**src/rtl/round_referee.sv**
```systemverilog
`default_nettype none
// ============================================================================
//  Module      : round_referee
//  Description : Tug-of-war round referee. Watches the two edge lights and
//                the players' press pulses, declares round winners, keeps
//                per-player scores, holds the winner indication for
//                HOLD_CYCLES cycles, then pulses roundReset into the light
//                chain. Freezes once a player reaches MAX_SCORE.
//  Ports       : clk          - system clock, rising edge
//                reset        - synchronous active-high clear
//                leftEdgeOn   - lightOn of the leftmost edge light
//                rightEdgeOn  - lightOn of the rightmost edge light
//                pressL/R     - one-cycle press pulses (debounced, edged)
//                roundReset   - one-cycle pulse restarting the light chain
//                winL/winR    - round or match winner indication
//                scoreL/R     - per-player scores
//                matchOver    - match ended; frozen until reset
//  Revision    : 1.0 - initial release
// ============================================================================
module round_referee #(
    parameter int SCORE_W     = 3,
    parameter int MAX_SCORE   = 7,
    parameter int HOLD_CYCLES = 4
) (
    input  logic               clk,
    input  logic               reset,
    input  logic               leftEdgeOn,
    input  logic               rightEdgeOn,
    input  logic               pressL,
    input  logic               pressR,
    output logic               roundReset,
    output logic               winL,
    output logic               winR,
    output logic [SCORE_W-1:0] scoreL,
    output logic [SCORE_W-1:0] scoreR,
    output logic               matchOver
);

    // Hold counter only needs to reach HOLD_CYCLES-1; keep at least one bit.
    localparam int                 c_CNT_W     = (HOLD_CYCLES > 1) ? $clog2(HOLD_CYCLES) : 1;
    localparam logic [c_CNT_W-1:0] c_HOLD_LOAD = c_CNT_W'(HOLD_CYCLES - 1);
    localparam logic [SCORE_W-1:0] c_MAX       = SCORE_W'(MAX_SCORE);

    typedef enum logic [1:0] {
        S_PLAY       = 2'd0,
        S_HOLD       = 2'd1,
        S_ROUND_RST  = 2'd2,
        S_MATCH_OVER = 2'd3
    } state_t;

    state_t               r_state;
    logic [c_CNT_W-1:0]   r_hold_cnt;
    logic                 r_round_reset;
    logic                 r_win_l;
    logic                 r_win_r;
    logic [SCORE_W-1:0]   r_score_l;
    logic [SCORE_W-1:0]   r_score_r;
    logic                 r_match_over;

    logic                 w_lw;
    logic                 w_rw;
    logic [SCORE_W-1:0]   w_score_l_inc;
    logic [SCORE_W-1:0]   w_score_r_inc;

    // A player wins by pressing while their own edge light is lit.
    assign w_lw          = leftEdgeOn  & pressL;
    assign w_rw          = rightEdgeOn & pressR;
    // Scores never exceed MAX_SCORE, so the increment cannot wrap.
    assign w_score_l_inc = r_score_l + SCORE_W'(1);
    assign w_score_r_inc = r_score_r + SCORE_W'(1);

    always_ff @(posedge clk) begin
        if (reset) begin
            r_state       <= S_PLAY;
            r_hold_cnt    <= '0;
            r_round_reset <= 1'b0;
            r_win_l       <= 1'b0;
            r_win_r       <= 1'b0;
            r_score_l     <= '0;
            r_score_r     <= '0;
            r_match_over  <= 1'b0;
        end else begin
            // roundReset is a single-cycle pulse; only the HOLD exit raises it.
            r_round_reset <= 1'b0;
            case (r_state)
                S_PLAY: begin
                    // Simultaneous wins are a tie: nothing changes.
                    if (w_lw && !w_rw) begin
                        r_score_l  <= w_score_l_inc;
                        r_win_l    <= 1'b1;
                        r_hold_cnt <= c_HOLD_LOAD;
                        if (w_score_l_inc == c_MAX) begin
                            r_state      <= S_MATCH_OVER;
                            r_match_over <= 1'b1;
                        end else begin
                            r_state <= S_HOLD;
                        end
                    end else if (w_rw && !w_lw) begin
                        r_score_r  <= w_score_r_inc;
                        r_win_r    <= 1'b1;
                        r_hold_cnt <= c_HOLD_LOAD;
                        if (w_score_r_inc == c_MAX) begin
                            r_state      <= S_MATCH_OVER;
                            r_match_over <= 1'b1;
                        end else begin
                            r_state <= S_HOLD;
                        end
                    end
                end
                S_HOLD: begin
                    if (r_hold_cnt == '0) begin
                        r_state       <= S_ROUND_RST;
                        r_round_reset <= 1'b1;
                    end else begin
                        r_hold_cnt <= r_hold_cnt - c_CNT_W'(1);
                    end
                end
                S_ROUND_RST: begin
                    r_win_l <= 1'b0;
                    r_win_r <= 1'b0;
                    r_state <= S_PLAY;
                end
                S_MATCH_OVER: begin
                    // Frozen until reset; flags and scores hold their values.
                    r_state <= S_MATCH_OVER;
                end
            endcase
        end
    end

    assign roundReset = r_round_reset;
    assign winL       = r_win_l;
    assign winR       = r_win_r;
    assign scoreL     = r_score_l;
    assign scoreR     = r_score_r;
    assign matchOver  = r_match_over;

endmodule
`default_nettype wire

```
**config.mk**
```make
export PLATFORM = sky130hd
export DESIGN_NAME = round_referee
export DESIGN_NICKNAME = d
export VERILOG_FILES = /design/src/rtl/round_referee.sv
export SDC_FILE = /design/constraint.sdc
export NUM_CORES = 1
export LEC_CHECK = 0
export CORE_MARGIN = 2
export CORE_UTILIZATION = 45
export DETAILED_ROUTE_END_ITERATION = 8
export PLACE_DENSITY = 0.71
export SYNTH_ARGS = -nofsm -noshare
export SYNTH_HDL_FRONTEND = slang
export SYNTH_SLANG_ARGS = --single-unit
```
**constraint.sdc**
```tcl
create_clock -name clk -period 1.7 [get_ports clk]
set_input_delay 0.425 -clock clk [delete_from_list [all_inputs] [get_ports clk]]
set_output_delay 0.425 -clock clk [all_outputs]
set_load 0.05 [all_outputs]
```
# Word level (Yosys, flattened, before mapping)
# Index checks and enable logic that the tools add are counted.
[word_totals]
ff_bits = 14
in_bits = 6
output_inout_bits = 10
word_cells = 65
[classes]
addsub = 3
eq_ne = 12
muxes = 20
bitwise_logic = 4
n_reduce_logical = 18
[ops]
columns = ["op", "n"]
rows = [
  ["$mux 2", 8],
  ["$ne 2x2->1 const B", 5],
  ["$reduce_and 3->1", 3],
  ["$mux 1", 8],
  ["$pmux 2 s4", 1],
  ["$reduce_bool 2->1", 4],
  ["$add 3x1->3 const B", 2],
  ["$eq 3x3->1 const B", 2],
  ["$reduce_and 2->1", 3],
  ["$eq 2x2->1 const B", 2],
  ["$logic_not 2->1", 2],
  ["$pmux 1 s2", 2],
  ["$pmux 2 s2", 1],
  ["$reduce_and 4->1", 1],
  ["$ne 3x3->1 const B", 1],
  ["$and 1x1->1", 2],
  ["$eq 2x1->1 const B", 1],
  ["$logic_and 1x1->1", 2],
  ["$logic_not 1->1", 2],
  ["$ne 2x1->1 const B", 1],
  ["$not 1->1", 2],
  ["$reduce_or 2->1", 1],
  ["$sub 2x1->2 const B", 1],
]

# Depth between registers and ports, before layout
# Gate-level depths: netlist of run 1.
[depth]
ltp_word = 6
mapped_depth = 7

# Worst setup path after synthesis of run 1
# No wires, ideal clock.
[synth_timing]
path_kind = "register to register"
startpoint = "register r_score_r[1], in the netlist scoreR[1]"
endpoint = "register r_state[1]"
setup_ps = 127
arrival_time_ps = 1395
required_ps = 1573
setup_slack_ps = 178
path_stages_with_launch = 6
path_buffers = 0
cell_sequence = "dfxtp_1 ha_1 xnor2_1 nor3b_1 a31oi_1 a31oi_1"
[synth_via]
elab_chain_cells = 6
[synth_rtl]
columns = ["element", "line_no", "rtl"]
rows = [
  ["from (decl)", "57", "logic [SCORE_W-1:0] r_score_r;"],
  ["from (signal assigned)", "99", "r_score_r <= w_score_r_inc;"],
  ["$add 3x1->3", "70", "assign w_score_r_inc = r_score_r + SCORE_W'(1);"],
  ["$eq 3x3->1", "102", "if (w_score_r_inc == c_MAX) begin"],
  ["$mux 2", "102", ""],
  ["$mux 2", "98", "end else if (w_rw && !w_lw) begin"],
  ["$mux 2", "88", "if (w_lw && !w_rw) begin"],
  ["$pmux 2 s4", "85", "case (r_state)"],
  ["to (signal assigned)", "93", "r_state <= S_MATCH_OVER;"],
  ["to (signal assigned)", "103", "r_state <= S_MATCH_OVER;"],
  ["to (signal assigned)", "106", "r_state <= S_HOLD;"],
  ["to (decl)", "51", "state_t r_state;"],
]
# No other way between the ends. The select of a mux whose other input is x is not followed.
# A chain may end at the register's enable or synchronous reset.

# Worst setup path after layout of run 1
[layout_timing]
startpoint = "input port pressR"
endpoint = "register r_win_r, in the netlist winR"
[layout_via]
elab_chain_cells = 5
[layout_rtl]
columns = ["element", "line_no", "rtl"]
rows = [
  ["from (decl)", "30", "input logic pressR,"],
  ["$and 1x1->1 *", "67", "assign w_rw = rightEdgeOn & pressR;"],
  ["$logic_not 1->1", "88", ""],
  ["$logic_and 1x1->1", "88", ""],
  ["$ne 2x2->1 (no line)", "-", ""],
  ["$reduce_and 3->1 (no line) *", "-", ""],
  ["to (signal assigned)", "78", "r_win_r <= 1'b0;"],
  ["to (signal assigned)", "100", "r_win_r <= 1'b1;"],
  ["to (signal assigned)", "120", "r_win_r <= 1'b0;"],
  ["to (decl)", "55", "logic r_win_r;"],
]
# Every way passes the cells marked *; elsewhere a longest branch is shown, timed or not.

==> results.json, run 1 <==
{
  "status": "finished clean",
  "finalInstanceArea_um2": 1100,
  "maxCapViolations": 0,
  "finalHoldViolCount": 0,
  "grt_max_degree": 11,
  "p_leak_nw": 0.499,
  "grt_overflow": 0,
  "power_mw": 1.38,
  "worst_pin_slew_ns": 0.401,
  "internal_power_mw": 0.819,
  "synthFlopType": "dfxtp_1",
  "ys_seq_area_frac": 0.351,
  "whs_ns": 0.475,
  "cts_sinks": 14,
  "synth.area.top_cells": "dfxtp_1 (35%), ha_1 (20%), nor2_1 (4.7%), inv_1 (3.8%), a311oi_1 (3.3%)",
  "die_area_um2": 2130,
  "dp.cells": 127,
  "vdd_drop_max_mv": 0.823,
  "pwr-share-clk": 0.174,
  "synth_top_area_frac": 0.351,
  "drt-total-wl_um": 1540,
  "maxSlewHeadroom": 0.732,
  "first_iter_violations": 9,
  "synth_edf_count": 0,
  "synth_fp_nets": 107,
  "crit_chain": "clkdlybuf4s50_1, nand2_1, buf_4, ha_1, nor2b_1, o21ai_1, a22oi_1, nor2_1",
  "final_common_cell": "buf_4",
  "final_cell_mix": "buf_4 (15), dfxtp_1 (14), ha_1 (12)",
  "p_seq_frac": 0.326,
  "min_period_ns": 1.62,
  "synth_area_um2": 800,
  "synth_seq_cells": 14,
  "timing.fmax_ghz": 0.618,
  "yosys_warnings": 0,
  "cts_buffers": 3,
  "fin_setup_tns_ns": 0,
  "synth-async-reset-ratio": 0,
  "coreArea_um2": 1690,
  "hp-class": "reg -> reg",
  "die_y_um": 46.2,
  "required_ns": 1.87,
  "syn-instance-count": 88,
  "post_dp_cell_area_um2": 1050,
  "crit_family": "buffers and inverters",
  "viasPerCell": 5.09,
  "grt_pass1_wl_um": 2500,
  "h-tree-depth": 1,
  "drt-wirelength-per-cell_um": 11.8,
  "slew_violations": 0,
  "port_buffers": 15,
  "arrival_ns": 1.78,
  "diodes": 0,
  "cp_max_fo": 3,
  "grt_use_total": 0.165,
  "max_stage_delay_ns": 0.46,
  "die_w_um": 46.2,
  "gp_routability_congestion": 0.733,
  "cts_tree": "done",
  "hpwl_um": 1220,
  "pwr-share-comb": 0.500,
  "drcViolationCount": 0,
  "vias": 667,
  "cts_hold_repair.buffers": 0,
  "syn_to_final_growth_pct": 37.7,
  "ios": 16,
  "layout-drive-gt1-share": 0.254,
  "clockRootBuffer": "clkbuf_4",
  "clk_pin_slew_ns": 0.09,
  "synth.distinct_cells": 27,
  "finalCritPeriodShare": 0.951,
  "switching_share": 0.407,
  "grt_pass1_vias": 626,
  "cts_buffer_depth": 2,
  "skew_ns": 0.000545,
  "antenna_found_initial": 0,
  "ant_nets": 0,
  "p_switching_mw": 0.562,
  "rows": 15,
  "nets": 134,
  "start_util": 0.473,
  "drt-pass1-iter-count": 4,
  "insertion_delay_ns": 0.28,
  "syn_avg_cell_area_um2": 9.09,
  "path_class": "in -> reg",
  "end_kind": "flip-flop",
  "cpMaxStageDelayCell": "clkdlybuf4s50_1",
  "synth_area_leader_cell": "dfxtp_1",
  "instances_no_fill": 131,
  "path_buf_inv": 2,
  "critical_path.startpoint_type": "input port",
  "setup_viol": 0,
  "p_per_area_nw_per_um2": 1250
}
## power by group through the flow
stage | logic [mW] | registers, mW | clock network [mW]
2_1_floorplan | 0.403 | 0.548 | 0
3_3_place_gp | 0.670 | 0.456 | 0
3_5_place_dp | 0.687 | 0.458 | 0
4_1_cts | 0.690 | 0.451 | 0.246
5_1_grt | 0.776 | 0.458 | 0.261
6_report | 0.691 | 0.450 | 0.240
## through the flow
step                 util  setup WS (ns)
global route        0.652      -0.000569
detailed placement  0.623         -0.254
global placement    0.623         -0.236
finish              0.652         0.0830
CTS                 0.644         0.0310
floorplan               -          0.178
## state kept, by name, indices dropped and copies added, names as in the netlist
register and cells:
r_state 2, r_hold_cnt 2, roundReset 1, scoreL 3, matchOver 1, winR 1, scoreR 3, winL 1
## cells in the mapped netlist, types with 2 or more instances
master / instances
nand3_1: 2
nand2_1: 6
xnor2_1: 3
o21ai_1: 2
a31oi_1: 2
a22oi_1: 2
a21oi_1: 5
nor2_1: 10
nor2b_1: 2
xor2_1: 3
dfxtp_1: 14
ha_1: 13
inv_1: 8
a311oi_1: 3
## worst register-to-register path, stage by stage, from the launching register on
cell      delay, ns
dfxtp_1        0.35
inv_1          0.10
ha_1           0.41
a21oi_1        0.11
mux2_2         0.28
a211oi_2       0.19
## final timing paths
check	startpoint	to	slack [ns]	cells after the start
max reg2reg	r_state[1]$_SDFFE_PP0P_	r_hold_cnt[0]$_SDFFE_PP0P_	0.19	5
min reg2reg	matchOver$_SDFFE_PP0P_	matchOver$_SDFFE_PP0P_	0.48	2
max	pressR	winR$_SDFFE_PP0P_	0.08	8
min	matchOver$_SDFFE_PP0P_	matchOver$_SDFFE_PP0P_	0.48	2
## logic make-up (layout without fill, tap and decap cells)
kind of cell    after synthesis  count (layout)  synth area share
buf+inv                      11              37            0.0563
xor+xnor                      6               6            0.0657
compound gates               20              20             0.183
simple gates                 23              23             0.127
mux                           1               1            0.0141
flops                        14              14             0.351
fa+ha+maj                    13              13             0.203
## area by class of cell
cell class                 count  area (µm²)
clock buffer                   4        36.3
fill                         146         588
inverter                       9        33.8
multi-input combinational     63         487
sequential                    14         280
tap                           17        21.3
timing repair buffer          24         243
## metal layers
layer,routed length (µm),track usage,vias up
met5,0,0,-
met1,745,0.198,297
met4,0,0.0171,0
met2,731,0.289,14
li1,-,-,356
met3,64,0.0588,0
## timing repair
action	CTS	global route
buffers inserted	0	0
endpoints found under the setup margin	0	2
resized for setup	0	1
hold endpoints to repair	0	0
(Power assumes the default switching activity.)
==> run 2: changes to the inputs <==
- SKIP_LAST_GASP: default -> 1
==> results of run 2 <==
Final layout, timing and power as in run 1 (identical DEF).
==> run 3: changes to the inputs <==
- GPL_TIMING_DRIVEN: default -> 0
==> results.json, run 3 (synthesis gave the netlist of run 1 again) <==
{
  "cp_max_fo": 3,
  "finalHoldViolCount": 0,
  "cts_buffer_depth": 2,
  "p_switching_mw": 0.552,
  "required_ns": 1.27,
  "cts_tree": "done",
  "drt-total-wl_um": 1530,
  "min_period_ns": 1.64,
  "p_leak_nw": 0.474,
  "grt_max_degree": 11,
  "pwr-share-comb": 0.481,
  "max_stage_delay_ns": 0.54,
  "switching_share": 0.418,
  "die_y_um": 46.2,
  "whs_path_depth": 2,
  "antenna_found_initial": 0,
  "slew_violations": 0,
  "start_util": 0.473,
  "crit_family": "buffers and inverters",
  "path_buf_inv": 1,
  "rows": 15,
  "setup_viol": 0,
  "ff2ff_path_depth": 6,
  "r2r_slack_ns": 0.25,
  "diodes": 0,
  "min_from": "matchOver$_SDFFE_PP0P_",
  "skew_ns": 0.00488,
  "final_cell_mix": "dfxtp_1 (14), ha_1 (12), nor2_1 (10), dlygate4sd2_1 (10), inv_1 (7)",
  "arrival_ns": 1.21,
  "nets": 127,
  "internal_power_mw": 0.769,
  "end_kind": "output pin",
  "crit_chain": "dlygate4sd2_1",
  "pwr-share-clk": 0.183,
  "maxCapViolations": 0,
  "dp.cells": 120,
  "drt-wirelength-per-cell_um": 12.4,
  "r2r_end": "r_state[1]$_SDFFE_PP0P_",
  "die_w_um": 46.2,
  "p_seq_frac": 0.336,
  "port_buffers": 15,
  "die_area_um2": 2130,
  "worstReg2RegStart": "r_state[0]$_SDFFE_PP0P_",
  "viasPerCell": 5.38,
  "p_per_area_nw_per_um2": 1310,
  "drcViolationCount": 0,
  "instances_no_fill": 124,
  "rsz0062_at_grt": "yes",
  "timing.fmax_ghz": 0.611,
  "clk_pin_slew_ns": 0.09,
  "clockRootBuffer": "clkbuf_4",
  "vdd_drop_max_mv": 0.718,
  "critical_path.startpoint_type": "flip-flop",
  "hpwl_um": 1140,
  "finalCritPeriodShare": 0.963,
  "vias": 667,
  "layout-drive-gt1-share": 0.131,
  "cts_hold_repair.buffers": 0,
  "grt_overflow": 0,
  "grt_use_total": 0.164,
  "maxSlewHeadroom": 0.665,
  "first_iter_violations": 3,
  "h-tree-depth": 1,
  "status": "finished clean",
  "hp-class": "reg -> reg",
  "grt_pass1_wl_um": 2460,
  "ant_nets": 0,
  "cts_buffers": 3,
  "syn_to_final_growth_pct": 26.6,
  "cpMaxStageDelayCell": "dlygate4sd2_1",
  "cts_sinks": 14,
  "postCtsSetupBuffers": 0,
  "drt-pass1-iter-count": 4,
  "gp_routability_congestion": 0.724,
  "coreArea_um2": 1690,
  "path_class": "reg -> out",
  "grt_pass1_vias": 600,
  "worst_pin_slew_ns": 0.503,
  "final_common_cell": "dfxtp_1",
  "ios": 16,
  "fill_cells": 160,
  "post-route-util": 0.599,
  "insertion_delay_ns": 0.28,
  "hold_end": "matchOver$_SDFFE_PP0P_"
}
==> run 3: power by group through the flow <==
stage / clock network (mW) / registers (mW) / logic (mW)
after CTS: 0.251 / 0.445 / 0.639
after floorplan: 0 / 0.548 / 0.403
after detailed placement: 0 / 0.453 / 0.652
after global routing: 0.267 / 0.457 / 0.711
final: 0.241 / 0.444 / 0.636
after global placement: 0 / 0.450 / 0.637
==> run 3: how the worst max path moves through the flow <==
stage                           start                          to  cells past startpoint
2_1_floorplan  scoreR[1]$_SDFFE_PP0P_     r_state[1]$_SDFFE_PP0P_                      5
3_3_place_gp              rightEdgeOn  r_hold_cnt[1]$_SDFFE_PP0P_                      8
3_5_place_dp                   pressR  r_hold_cnt[1]$_SDFFE_PP0P_                      8
4_1_cts                        pressR  r_hold_cnt[1]$_SDFFE_PP0P_                      8
5_1_grt                        pressR  r_hold_cnt[1]$_SDFFE_PP0P_                      8
6_report       scoreR[2]$_SDFFE_PP0P_                   scoreR[2]                      1
==> run 3: what timing repair did <==
| item | in CTS | in global routing |
|---|---|---|
| pin swaps | 0 | 1 |
| hold endpoints to repair | 0 | 0 |
| resized for setup | 11 | 3 |
| setup endpoints to repair | 12 | 3 |
==> run 3: through the flow <==
step	instance area, µm²	TNS (ns)	hold WS (ns)	worst slack, ns	total power, mW
detailed placement	971	-1.87	0.478	-0.345	1.11
floorplan	800	0	0.486	0.178	0.951
CTS	1010	0	0.501	0.0444	1.33
finish	1010	0	0.504	0.0626	1.32
global placement	971	-1.41	0.457	-0.290	1.09
global route	1010	-0.0230	0.525	-0.0230	1.43
==> run 3: cell type report <==
type                       count  area (µm²)  area share
buffer                         2        11.3      0.0111
clock buffer                   4        36.3      0.0358
inverter                       9        33.8      0.0334
multi-input combinational     63         492       0.486
sequential                    14         280       0.277
tap                           17        21.3      0.0210
timing repair buffer          15         138       0.136
==> run 3: worst register-to-register path, cell delays in order, from the launching register on <==
cell     delay, ns
dfxtp_1       0.39
inv_1         0.09
ha_1          0.24
buf_4         0.19
a21oi_2       0.20
o21ai_0       0.10
a31oi_1       0.16
==> run 3: metal layers <==
| metal | track usage | routed length (µm) | share of wire | vias up |
|---|---|---|---|---|
| met1 | 0.189 | 712 | 0.46 | 312 |
| met4 | 0.0857 | 32 | 0.021 | 0 |
| li1 | - | - | - | 336 |
| met2 | 0.272 | 734 | 0.48 | 15 |
| met3 | 0.0471 | 53 | 0.035 | 4 |
| met5 | 0 | 0 | 0 | - |
